File: src/rtl/pixel_stream_pkg.sv
// Shared types and defaults for the byte-pixel transmit path into the frame filter.
package pixel_stream_pkg;

  localparam int DEF_N     = 450;
  localparam int DEF_M     = 600;
  localparam int FRAME_PIX = DEF_N * DEF_M;

  typedef logic [7:0] pixel_t;

  typedef enum logic [1:0] {
    IDLE,
    SEND,
    FLUSH,
    GAP
  } tx_state_t;

endpackage

File: src/rtl/pixel_frame_tx_if.sv
// Upstream valid/ready byte stream feeding pixel_frame_tx.
interface pixel_frame_tx_if;
  import pixel_stream_pkg::*;

  pixel_t s_data;
  logic   s_valid;
  logic   s_ready;

  modport master (output s_data, output s_valid, input s_ready);
  modport slave  (input s_data, input s_valid, output s_ready);

endinterface

File: src/rtl/pixel_sync_fifo.sv
// Single-clock pixel FIFO with occupancy count; ready is registered and low in reset.
module pixel_sync_fifo
  import pixel_stream_pkg::*;
#(
  parameter int DEPTH = 16,
  parameter int CW    = $clog2(DEPTH) + 1
) (
  input  logic          clk,
  input  logic          rst,
  input  logic          push,
  input  pixel_t        din,
  output logic          ready,
  input  logic          pop,
  output pixel_t        dout,
  output logic          empty,
  output logic [CW-1:0] count
);

  localparam int AW = $clog2(DEPTH);

  pixel_t          mem [DEPTH];
  logic [AW-1:0]   wr_ptr;
  logic [AW-1:0]   rd_ptr;
  logic [CW-1:0]   count_nx;
  logic            do_push;
  logic            do_pop;

  assign empty   = (count == '0);
  assign do_push = push && ready;
  assign do_pop  = pop && !empty;
  assign dout    = mem[rd_ptr];

  always_comb begin
    count_nx = count;
    case ({do_push, do_pop})
      2'b10:   count_nx = count + CW'(1);
      2'b01:   count_nx = count - CW'(1);
      default: count_nx = count;
    endcase
  end

  always_ff @(posedge clk) begin
    if (rst) begin
      wr_ptr <= '0;
      rd_ptr <= '0;
      count  <= '0;
      ready  <= 1'b0;
    end else begin
      if (do_push) wr_ptr <= wr_ptr + AW'(1);
      if (do_pop)  rd_ptr <= rd_ptr + AW'(1);
      count <= count_nx;
      ready <= (count_nx != CW'(DEPTH));
    end
  end

  // Storage carries no reset; only pointers and occupancy define validity.
  always_ff @(posedge clk) begin
    if (do_push) mem[wr_ptr] <= din;
  end

endmodule

File: src/rtl/pixel_frame_tx.sv
// Frame transmitter: buffers upstream bytes and sends whole N*M frames as one data_valid run.
// Optional PIXEL_TX_CHECKSUM_EN adds a per-frame mod-2^16 byte sum output (frame_sum).
module pixel_frame_tx
  import pixel_stream_pkg::*;
#(
  parameter int N          = DEF_N,
  parameter int M          = DEF_M,
  parameter int FIFO_DEPTH = 16,
  parameter int PREFILL    = 8,
  parameter int GAP_CYCLES = 4,
  parameter int BUSY_QUIET = 4
) (
  input  logic            clk,
  input  logic            rst,
  pixel_frame_tx_if.slave s,
  input  logic            busy_in,
  output pixel_t          Dout,
  output logic            data_valid,
  output logic            frame_done,
  output logic            err_underrun,
  output logic [15:0]     frame_cnt
`ifdef PIXEL_TX_CHECKSUM_EN
  ,
  output logic [15:0]     frame_sum
`endif
);

  localparam int FRAME_N = N * M;
  localparam int PIX_W   = $clog2(FRAME_N);
  localparam int CNT_W   = $clog2(FIFO_DEPTH) + 1;
  localparam int QW      = $clog2(BUSY_QUIET + 1);
  localparam int GW      = (GAP_CYCLES > 1) ? $clog2(GAP_CYCLES) : 1;

  function automatic logic [QW-1:0] quiet_sat_inc(input logic [QW-1:0] q);
    return (q == QW'(BUSY_QUIET)) ? q : q + QW'(1);
  endfunction

`ifdef PIXEL_TX_CHECKSUM_EN
  function automatic logic [15:0] sum_wrap_add(input logic [15:0] acc, input pixel_t b);
    return acc + 16'(b);
  endfunction

  logic [15:0] run_sum;
`endif

  tx_state_t        state;
  logic [QW-1:0]    quiet_cnt;
  logic [QW-1:0]    quiet_nx;
  logic [PIX_W-1:0] pix_cnt;
  logic [GW-1:0]    gap_cnt;
  logic             done_p1;
  logic             go;
  logic             last;
  logic             pop;
  logic             fifo_ready;
  logic             fifo_empty;
  logic [CNT_W-1:0] fifo_count;
  pixel_t           fifo_dout;

  assign s.s_ready = fifo_ready;

  pixel_sync_fifo #(
    .DEPTH (FIFO_DEPTH),
    .CW    (CNT_W)
  ) u_fifo (
    .clk   (clk),
    .rst   (rst),
    .push  (s.s_valid),
    .din   (s.s_data),
    .ready (fifo_ready),
    .pop   (pop),
    .dout  (fifo_dout),
    .empty (fifo_empty),
    .count (fifo_count)
  );

  // The start decision includes this cycle's busy_in so the first byte follows the last quiet cycle directly.
  always_comb begin
    quiet_nx = busy_in ? '0 : quiet_sat_inc(quiet_cnt);
    go       = (quiet_nx == QW'(BUSY_QUIET)) && (fifo_count >= CNT_W'(PREFILL));
    last     = (pix_cnt == PIX_W'(FRAME_N - 1));
    pop      = 1'b0;
    case (state)
      IDLE:        pop = go;
      SEND, FLUSH: pop = !fifo_empty;
      default:     pop = 1'b0;
    endcase
  end

  always_ff @(posedge clk) begin
    if (rst) begin
      state        <= IDLE;
      quiet_cnt    <= '0;
      pix_cnt      <= '0;
      gap_cnt      <= '0;
      Dout         <= '0;
      data_valid   <= 1'b0;
      done_p1      <= 1'b0;
      frame_done   <= 1'b0;
      err_underrun <= 1'b0;
      frame_cnt    <= '0;
`ifdef PIXEL_TX_CHECKSUM_EN
      run_sum      <= '0;
      frame_sum    <= '0;
`endif
    end else begin
      data_valid <= 1'b0;
      done_p1    <= 1'b0;
      frame_done <= done_p1;
      if (done_p1) begin
        frame_cnt <= frame_cnt + 16'd1;
`ifdef PIXEL_TX_CHECKSUM_EN
        frame_sum <= run_sum;
`endif
      end
      case (state)
        IDLE: begin
          quiet_cnt <= quiet_nx;
          if (go) begin
            state      <= SEND;
            Dout       <= fifo_dout;
            data_valid <= 1'b1;
            pix_cnt    <= PIX_W'(1);
`ifdef PIXEL_TX_CHECKSUM_EN
            run_sum    <= 16'(fifo_dout);
`endif
          end
        end
        SEND: begin
          if (fifo_empty) begin
            err_underrun <= 1'b1;
            state        <= FLUSH;
          end else begin
            Dout       <= fifo_dout;
            data_valid <= 1'b1;
`ifdef PIXEL_TX_CHECKSUM_EN
            run_sum    <= sum_wrap_add(run_sum, fifo_dout);
`endif
            if (last) begin
              state     <= GAP;
              pix_cnt   <= '0;
              gap_cnt   <= '0;
              quiet_cnt <= '0;
              done_p1   <= 1'b1;
            end else begin
              pix_cnt <= pix_cnt + PIX_W'(1);
            end
          end
        end
        FLUSH: begin
          // Drain the rest of the aborted frame so the next frame starts on a boundary.
          if (!fifo_empty) begin
            if (last) begin
              state     <= GAP;
              pix_cnt   <= '0;
              gap_cnt   <= '0;
              quiet_cnt <= '0;
            end else begin
              pix_cnt <= pix_cnt + PIX_W'(1);
            end
          end
        end
        GAP: begin
          if (gap_cnt == GW'(GAP_CYCLES - 1)) state <= IDLE;
          else                                gap_cnt <= gap_cnt + GW'(1);
        end
        default: state <= IDLE;
      endcase
    end
  end

endmodule

File: src/flat_wrapper.sv
// flat-port wrapper written by rule: the top's interface ports become plain ports
module pixel_frame_tx_flat import pixel_stream_pkg::*;
#(
  parameter int N          = DEF_N,
  parameter int M          = DEF_M,
  parameter int FIFO_DEPTH = 16,
  parameter int PREFILL    = 8,
  parameter int GAP_CYCLES = 4,
  parameter int BUSY_QUIET = 4
)
  (clk, rst, busy_in, Dout, data_valid, frame_done, err_underrun, frame_cnt, s_s_data, s_s_valid, s_s_ready);
  pixel_frame_tx_if s_i ();
  input  logic clk;
  input  logic rst;
  input  logic busy_in;
  output pixel_t Dout;
  output logic data_valid;
  output logic frame_done;
  output logic err_underrun;
  output logic [15:0] frame_cnt;
  input wire logic [$bits(s_i.s_data)-1:0] s_s_data;
  input wire logic [$bits(s_i.s_valid)-1:0] s_s_valid;
  output wire logic [$bits(s_i.s_ready)-1:0] s_s_ready;
  assign s_i.s_data = s_s_data;
  assign s_i.s_valid = s_s_valid;
  assign s_s_ready = s_i.s_ready;
  pixel_frame_tx #(.N(N), .M(M), .FIFO_DEPTH(FIFO_DEPTH), .PREFILL(PREFILL), .GAP_CYCLES(GAP_CYCLES), .BUSY_QUIET(BUSY_QUIET)) u_core (.clk(clk), .rst(rst), .s(s_i), .busy_in(busy_in), .Dout(Dout), .data_valid(data_valid), .frame_done(frame_done), .err_underrun(err_underrun), .frame_cnt(frame_cnt));
endmodule
File: config.mk
export PLATFORM = sky130hd
export DESIGN_NAME = pixel_frame_tx_flat
export DESIGN_NICKNAME = d
export VERILOG_FILES = /design/src/rtl/pixel_stream_pkg.sv /design/src/rtl/pixel_frame_tx_if.sv /design/src/rtl/pixel_sync_fifo.sv /design/src/rtl/pixel_frame_tx.sv /design/src/flat_wrapper.sv
export SDC_FILE = /design/constraint.sdc
export NUM_CORES = 1
export LEC_CHECK = 0
export BUFFER_PORTS_ARGS = -buffer_cell sky130_fd_sc_hd__buf_4
export CORE_UTILIZATION = 40
export CTS_CLUSTER_SIZE = 16
export DETAILED_ROUTE_END_ITERATION = 7
export PLACE_DENSITY = 0.61
export REMOVE_ABC_BUFFERS = 1
export SYNTH_ARGS = -nofsm -noshare
export SYNTH_HDL_FRONTEND = slang
export SYNTH_SLANG_ARGS = --single-unit
File: constraint.sdc
create_clock -name clk -period 7.7 [get_ports clk]
set_clock_uncertainty 0.1 [all_clocks]
set_input_delay 0.77 -clock clk [delete_from_list [all_inputs] [get_ports clk]]
set_output_delay 0.77 -clock clk [all_outputs]
set_load 0.02 [all_outputs]
# Yosys cells after proc, flatten, opt, wreduce, memory -nomap -nowiden
# Memories as Yosys holds them, arrays and structs flattened. A register that Yosys moved wholly into a read port is not among the register bits.
# Cells that the tools add are included.
# totals
reg_bits	68
mem_bits_rw	128
inputBits	12
out_inout_bits	28
wordCells	91
memories	1
# classes
addsub	8
magnitude_cmp	1
eq_ne	17
muxes	32
bitwise	1
reduce_logical	17
# mem_list
memory	depth	word_bits	read_ports	rd_clocked_by_memory_dff	write_ports	line_no	source
u_core.u_fifo.mem	16	8	1	1	1	pixel_sync_fifo.sv:21	pixel_t mem [DEPTH];
# op_table
cell	count
$mux W19	3
$pmux W19 S2	1
$add A19 B1 Y19 const B	1
$eq A19 B19 Y1 const B	1
$add A16 B1 Y16 const B	1
$mux W2	8
$mux W8	2
$pmux W8 S2	1
$mux W3	4
$reduce_and A3 Y1	4
$pmux W5 S2	1
$add A4 B1 Y4 const B	2
$eq A2 B2 Y1 const B	4
$mux W4	2
$ne A2 B2 Y1 const B	4
$pmux W2 S4	1
$eq A3 B3 Y1 const B	2
$ne A2 B1 Y1 const B	3
$pmux W3 S2	1
$reduce_bool A2 Y1	3
$add A5 B1 Y5 const B	1
$ge A5 B4 Y1 const B	1
$logic_not A5 Y1	1
$mux W1	5
other kinds (15)	19

# Depth between registers and ports, before layout
# Gate-level depths: netlist (run 1).
# depth
depth_word	10
mapped_depth	15
mapped_depth_nobuf	14

# By module
# From an unflattened synthesis (run 1), not the netlist that was laid out.
# unflattened
cells_unflattened	624
hier_area_um2	8667.1
# modules_own_cells
module	n_inst	cells_each	area_per_inst_um2	seq_area_each_um2
pixel_sync_fifo	1	297	5935.7	4204.0
pixel_frame_tx	1	327	2731.4	1081.0

# Worst setup path after synthesis (run 1)
# No wires, ideal clock.
# synth_path
kind	register to register
start	register u_core.quiet_cnt[0]
end	register u_core.u_fifo.ready
setup_ps	137
arrival_ps	3194
t_required_ps	7463
setup_slack_ps	4269
stages_incl_launch_ff	15
n_path_buf	1
synth_period_minus_slack_ps	3431
cell_sequence	dfxtp_1 -> inv_1 -> ha_1 -> or3b_2 -> nand3_1 -> a31oi_1 -> nor3_1 -> ha_1 -> clkbuf_1 -> xor2_1 -> ha_1 -> a211oi_1 -> nor4_1 -> xor2_1 -> a41oi_1
# synth_between
elab_chain_cells	10
elab_cells_between_ends	12
cone_classes	add/sub (1); eq/ne (5); mux (4); reduce/logical (2)
# synth_rtl
element	line_no	source
start: declaration	pixel_frame_tx.sv:47	logic [QW-1:0] quiet_cnt;
start signal: assignment	pixel_frame_tx.sv:118	quiet_cnt <= quiet_nx;
$add A3 B1 Y3 or $eq A3 B3 Y1 (tied branches)	pixel_frame_tx.sv:35	return (q == QW'(BUSY_QUIET)) ? q : q + QW'(1);
$mux W3 *	pixel_frame_tx.sv:35	
$mux W3 *	pixel_frame_tx.sv:79	quiet_nx = busy_in ? '0 : quiet_sat_inc(quiet_cnt);
$eq A3 B3 Y1 *	pixel_frame_tx.sv:80	go = (quiet_nx == QW'(BUSY_QUIET)) && (fifo_count >= CNT_W'(PREFILL));
$logic_and A1 B1 Y1 *	pixel_frame_tx.sv:80	
$pmux W1 S2 *	pixel_frame_tx.sv:83	case (state)
$logic_and A1 B1 Y1 *	pixel_sync_fifo.sv:30	assign do_pop = pop && !empty;
$eq A2 B1 Y1 or $eq A2 B2 Y1 (tied branches)	pixel_sync_fifo.sv:35	case ({do_push, do_pop})
$pmux W5 S2 *	pixel_sync_fifo.sv:35	
$ne A5 B5 Y1 *	pixel_sync_fifo.sv:52	ready <= (count_nx != CW'(DEPTH));
end signal: assignment	pixel_sync_fifo.sv:52	
end: declaration	pixel_sync_fifo.sv:12	output logic ready,
# Every way passes the cells marked *; elsewhere a longest branch is shown, timed or not.
# A chain may end at the register's enable or synchronous reset.

# Final worst setup path (run 1)
# Ends and elaborated chain as after synthesis.

==> results.sh, run 1 <==
export IMPL_status="completed"
export IMPL_drive_gt1_frac=0.1844
export IMPL_arrival_ns=4.09
export IMPL_syn_area_per_cell_sq_um=13.38
export IMPL_start_kind="register"
export IMPL_dp_cells=916
export IMPL_p_switching_mw=0.5400
export IMPL_crit_family="simple AND/OR/NAND/NOR gates"
export IMPL_place_congestion=0.7671
export IMPL_crit_top_cell="ha_1"
export IMPL_synth_distinct_cells=55
export IMPL_endpoint_kind="register"
export IMPL_min_period_over_period=0.5057
export IMPL_slew_viol_final=0
export IMPL_hp_class="register to register"
export IMPL_clk_pin_slew_worst_paths_ns=0.08
export IMPL_synthFlopType="edfxtp_1"
export IMPL_drt_initial_drc_count=323
export IMPL_drt_drc_violations_left=0
export IMPL_cp_num_buf_inv=1
export IMPL_clk_latency_ns=0.44
export IMPL_vias=5250
export IMPL_crit_required_ns=7.89
export IMPL_die_w_um=147.9
export IMPL_yosys_top_cells_count="edfxtp_1 (128), dfxtp_1 (72), nor2_1 (51), a21oi_1 (50), mux4_2 (32)"
export IMPL_period_needed_ns=3.894
export IMPL_tns_ns=0
export IMPL_finalWirelength_um=17190
export IMPL_async_reset_ff_frac=0
export IMPL_fillers=1865
export IMPL_io_pins=40
export IMPL_clockRootBuffer="clkbuf_16"
export IMPL_antenna_found_initial=0
export IMPL_path_cells="inv_1 > ha_1 > or3b_2 > nand3_1 > a31oi_1 > nor3_1 > ha_1 > xor2_1 > ha_1 > a211oi_1 > nor4_1 > xor2_1 > a41oi_1"
export IMPL_max_stage_delay_ns=0.47
export IMPL_postCtsSetupRepairBufs=0
export IMPL_fp_row_count=52
export IMPL_ant_nets=0
export IMPL_netSwitchingFraction=0.2439
export IMPL_yosysTopAreaCellShare=0.4517
export IMPL_area_delta_synth_final_pct=13.26
export IMPL_power_leakage_nw=3.145
export IMPL_first_pass_iters=5
export IMPL_dieHeight_um=147.9
export IMPL_cts_buffers=17
export IMPL_power_frac_seq=0.526
export IMPL_r2r_start="u_core.quiet_cnt[0]$_SDFFE_PP0P_"
export IMPL_critPathKind="register to register"
export IMPL_synth_area_leader_cell="edfxtp_1"
export IMPL_syn_cell_area_sq_um=8509
export IMPL_rsz0062_at_grt="false"
export IMPL_ys_warn_count=0
export IMPL_cts_sinks=200
export IMPL_power_frac_clock=0.399
export IMPL_crit_slowest_cell="or3b_2"
export IMPL_vdd_drop_max_uv=162.0
export IMPL_die_area_sq_um=21860
export IMPL_diodes=0
export IMPL_relSlewSlack=0.1938
export IMPL_cts_hold_buf=0
export IMPL_grtUsageTotal=0.1656
export IMPL_yosysMostFrequentCell="edfxtp_1"
export IMPL_core_area_sq_um=20560
export IMPL_synth_area_leaders="edfxtp_1 (45%), dfxtp_1 (17%), mux4_2 (8.5%)"
export IMPL_p_int_mw=1.674
export IMPL_dp_hpwl_um=10990
export IMPL_cts_max_path_buffers=2
export IMPL_fin_nets=696
export IMPL_hp_start="u_core.gap_cnt[1]$_SDFFE_PP0P_"
export IMPL_ys_ff_latch=200
export IMPL_routed_via_density=5.538
export IMPL_port_buffers=39
export IMPL_setup_violations=0
export IMPL_tritoncts="built"
export IMPL_ctsResizeCount=0
export IMPL_htreeDepth=4
export IMPL_grt_pass1_vias=5305
export IMPL_start_util=0.4139
export IMPL_power_density_nw_per_um2=229.7
export IMPL_grt_pass1_wl_um=27560
export IMPL_startpoint="u_core.quiet_cnt[0]$_SDFFE_PP0P_"
export IMPL_combinationalPowerShare=0.075
export IMPL_critPathMaxFanout=8
export IMPL_fin_cells=948
export IMPL_netlist_instances=636
export IMPL_grt_max_degree=49
export IMPL_maxClockFrequency_mhz=256.8
export IMPL_post_drt_wl_per_cell_um=18.13
export IMPL_hold_viol=0
export IMPL_maxCapViolations=0
export IMPL_grt_ovfl_total=0
export IMPL_seq_area_frac_synth=0.6211
export IMPL_tightest_slew_ns=1.208
export IMPL_synth_edf_count=128
-- cells by family (layout without fill, tap and decap cells) --
group / after synthesis / in the layout / synth area share
AOI/OAI and AO/OA: 111 / 111 / 0.08308
xor gates and xnor gates: 23 / 23 / 0.02367
adders and majority gates: 19 / 19 / 0.02794
buffers and inverters: 46 / 88 / 0.02161
DFF: 200 / 200 / 0.6211
muxes: 45 / 45 / 0.1003
and+or+nand+nor: 192 / 192 / 0.1223
-- worst register-to-register path, cell delays in order, from the launching register on --
cell      delay [ns]
dfxtp_1         0.43
inv_1           0.07
ha_1            0.23
or3b_2          0.47
nand3_1         0.18
a31oi_1         0.20
nor3_1          0.46
ha_1            0.41
xor2_1          0.19
ha_1            0.21
a211oi_1        0.09
nor4_1          0.35
xor2_1          0.22
a41oi_1         0.14
-- flip-flops by register name, summed over array words and instances, names as in the netlist, named ones only --
register and flops:
u_core.u_fifo.rd_ptr 4, u_core.frame_done 1, u_core.err_underrun 1, u_core.frame_cnt 16, u_core.data_valid 1, u_core.state 2
u_core.u_fifo.wr_ptr 4, u_core.u_fifo.count 5, u_core.u_fifo.mem 128, u_core.u_fifo.ready 1, u_core.Dout 8, u_core.pix_cnt 19
u_core.gap_cnt 2, u_core.done_p1 1, u_core.quiet_cnt 3
-- worst paths after layout --
path                                    end  slack (ns)  cells after the start
max          u_core.u_fifo.ready$_SDFF_PP0_        3.81                     13
min reg2reg  u_core.gap_cnt[1]$_SDFFE_PP0P_        0.39                      2
max reg2reg  u_core.u_fifo.ready$_SDFF_PP0_        3.81                     13
min          u_core.gap_cnt[1]$_SDFFE_PP0P_        0.39                      2
-- cells in the final DEF, fill, tap and decap left out, drive strengths merged, types with 2 or more instances in the layout --
cell type  count
a211o          2
a211oi        10
a21oi         50
a22o           9
a31oi          3
and2           4
and3           9
and4           3
buf           45
clkbuf        18
clkinv         5
dfxtp         72
edfxtp       128
ha            19
inv           18
mux2           2
mux2i         11
mux4          32
nand2         22
nand2b         4
nand3         22
nand3b         3
nand4          6
nor2          51
nor2b         12
nor3          19
nor4           7
nor4b          2
o21ai         19
o31ai          9
o41ai          2
or2            2
or3           11
or3b           2
or4            8
xnor2          8
xor2          15
-- metrics by stage --
step	area [sq um]	setup WS (ns)	hold slack [ns]	power, mW	util
after floorplan	8367	4.366	0.3472	1.294	-
after CTS	9638	3.818	0.3923	2.238	0.4688
after global routing	9638	3.506	0.4028	2.292	0.4688
final	9638	3.806	0.3873	2.214	0.4688
after detailed placement	9049	3.790	0.3728	1.356	0.4401
after global placement	9049	3.987	0.3603	1.349	0.4401
-- layout make-up --
cell class | instances | area, sq um | area share
clock buffers | 18 | 429.2 | 0.04453
clock inverters | 14 | 160.2 | 0.01662
inverters | 11 | 41.29 | 0.004284
multi-input cells | 390 | 3044 | 0.3159
flip-flops and latches | 200 | 5288 | 0.5486
well taps | 270 | 337.8 | 0.03505
repair buffers | 45 | 337.8 | 0.03505
-- layer usage --
layer / GRT usage / part of all wire / vias up
met3: 0.02809 / 0.034 / 20
met1: 0.2086 / 0.45 / 2613
li1: - / - / 2500
met4: 0.07216 / 0.017 / 0
met5: 0 / 0 / -
met2: 0.2807 / 0.50 / 117
-- power by group through the flow --
stage / sequential (mW) / combinational, mW / clock, mW
3_3_place_gp: 1.19 / 0.161 / 0
4_1_cts: 1.16 / 0.168 / 0.906
2_1_floorplan: 1.20 / 0.0969 / 0
6_report: 1.16 / 0.167 / 0.883
5_1_grt: 1.17 / 0.183 / 0.943
3_5_place_dp: 1.19 / 0.167 / 0
Note: power is estimated with default switching activity, not from simulation.
==> inputs of run 2 (changes only) <==
==> constraint.sdc (replaced) <==
create_clock -name clk -period 4.05 [get_ports clk]
set_clock_uncertainty 0.1 [all_clocks]
set_input_delay 0.405 -clock clk [delete_from_list [all_inputs] [get_ports clk]]
set_output_delay 0.405 -clock clk [all_outputs]
set_load 0.02 [all_outputs]
==> run 2 against run 1 <==
  * Non-clock buffer count rose by 3
  * Clock power rose by 99%
  * Maximum frequency rose by 3.2%
  * Worst hold slack got worse by 0.21 ns
  * First-iteration DRC count rose by 13%
  * Final cell count rose by 0.32%
  * Largest cell class unchanged
  * Highest routed layer unchanged
==> results.sh, run 2 (same netlist as run 1, synthesis figures left out) <==
export IMPL_top_register="u_core.u_fifo.mem"
export IMPL_arrival_ns=3.96
export IMPL_timing_hold_ws_ns=0.1767
export IMPL_grt_pass1_vias=5378
export IMPL_min_period_over_period=0.9318
export IMPL_tns_ns=0
export IMPL_grt_pass1_wl_um=28030
export IMPL_power_mw=4.294
export IMPL_period_needed_ns=3.774
export IMPL_die_area_sq_um=21860
export IMPL_critPathMaxFanout=8
export IMPL_start_kind="register"
export IMPL_vias=5293
export IMPL_reg_top3="u_core.u_fifo.mem x128, u_core.pix_cnt x19, u_core.frame_cnt x16"
export IMPL_route_met2_wl_um=8644
export IMPL_clockRootBuffer="clkbuf_16"
export IMPL_setup_violations=0
export IMPL_rsz0062_at_grt="false"
export IMPL_ant_nets=0
export IMPL_core_area_sq_um=20560
export IMPL_fin_area_sq_um=9702
export IMPL_postCtsSetupRepairBufs=0
export IMPL_place_congestion=0.7946
export IMPL_post_drt_wl_per_cell_um=18.26
export IMPL_drt_initial_drc_count=364
export IMPL_fin_cells=951
export IMPL_fillers=1866
export IMPL_fin_util=0.4719
export IMPL_tritoncts="built"
export IMPL_power_density_nw_per_um2=442.6
export IMPL_diodes=0
export IMPL_cts_hold_buf=0
export IMPL_drt_drc_violations_left=0
export IMPL_htreeDepth=4
export IMPL_largest_reg_flops=128
export IMPL_setup_ws_ns=0.2761
export IMPL_mostFrequentLayoutCells="edfxtp_1 (128), dfxtp_1 (71), nor2_1 (51), a21oi_1 (50), buf_4 (48)"
export IMPL_first_pass_iters=5
export IMPL_critPathKind="register to register"
export IMPL_drive_gt1_frac=0.1894
export IMPL_grt_ovfl_total=0
export IMPL_cts_max_path_buffers=2
export IMPL_clk_latency_ns=0.44
export IMPL_relSlewSlack=0.2660
export IMPL_tightest_slew_ns=1.097
export IMPL_routed_via_density=5.566
export IMPL_final_common_cell="edfxtp_1"
export IMPL_hold_viol=0
export IMPL_met3WireLength_um=700
export IMPL_area_delta_synth_final_pct=14.01
export IMPL_start_util=0.4139
export IMPL_placed_cell_area_sq_um=9070
export IMPL_cts_buffers=17
export IMPL_power_leakage_nw=3.169
export IMPL_clk_pin_slew_worst_paths_ns=0.07
export IMPL_fin_nets=699
export IMPL_grtUsageTotal=0.1682
export IMPL_grt_max_degree=49
export IMPL_dieHeight_um=147.9
export IMPL_port_buffers=39
export IMPL_finalWirelength_um=17360
export IMPL_place_ws_ns=0.1018
export IMPL_die_w_um=147.9
export IMPL_endpoint_kind="register"
export IMPL_maxCapViolations=0
export IMPL_dp_hpwl_um=11250
export IMPL_dp_cells=919
export IMPL_slew_viol_final=0
export IMPL_maxClockFrequency_mhz=265.0
export IMPL_cts_sinks=200
export IMPL_crit_required_ns=4.24
export IMPL_antenna_found_initial=0
export IMPL_vdd_drop_max_uv=349.3
export IMPL_fp_row_count=52
export IMPL_status="completed"
export IMPL_topRoutingLayerUsed="met4"
export IMPL_ctsResizeCount=0
export IMPL_hp_class="primary input to register"
export IMPL_io_pins=40
export IMPL_wl_met1_um=7739
run 2: worst max-delay path: stages, from the launching register on:
cell and delay [ns]:
dfxtp_1 0.41, inv_1 0.06, ha_1 0.23, or3b_2 0.47, nand3_1 0.18, a31oi_1 0.20, nor3_2 0.30, ha_2 0.34
xor2_1 0.19, ha_1 0.23, a211oi_1 0.10, nor4_1 0.40, xor2_1 0.26, a41oi_1 0.16
run 2: area by class of cell:
type,count,area [sq um],area share
Inverter,11,41.29,0.004256
Sequential cell,200,5286,0.5449
Timing Repair Buffer,48,360.3,0.03714
Clock buffer,19,442.9,0.04565
Tap cell,270,337.8,0.03482
Multi-Input combinational cell,390,3052,0.3145
Clock inverter,13,181.4,0.01870
run 2: power by group:
group / switching (mW) / internal (mW)
combinational: 0.199 / 0.112
clock: 0.802 / 0.959
sequential: 0.0308 / 2.19
total: 1.03 / 3.26
run 2: worst paths after layout:
check	cells past startpoint	slack, ns	from	endpoint
setup / recovery	13	0.28	u_core.quiet_cnt[0]$_SDFFE_PP0P_	u_core.u_fifo.ready$_SDFF_PP0_
hold / removal	1	0.18	s_s_data[5]	u_core.u_fifo.mem[6][5]$_DFFE_PP_
setup reg to reg	13	0.28	u_core.quiet_cnt[0]$_SDFFE_PP0P_	u_core.u_fifo.ready$_SDFF_PP0_
hold reg to reg	1	0.38	u_core.Dout[6]$_SDFFE_PP0P_	u_core.Dout[6]$_SDFFE_PP0P_
run 2: routing by layer:
| layer | track usage | vias to the layer above |
|---|---|---|
| met5 | 0 | - |
| met4 | 0.05979 | 0 |
| met3 | 0.03426 | 24 |
| met2 | 0.2920 | 137 |
| met1 | 0.2076 | 2635 |
| li1 | - | 2497 |
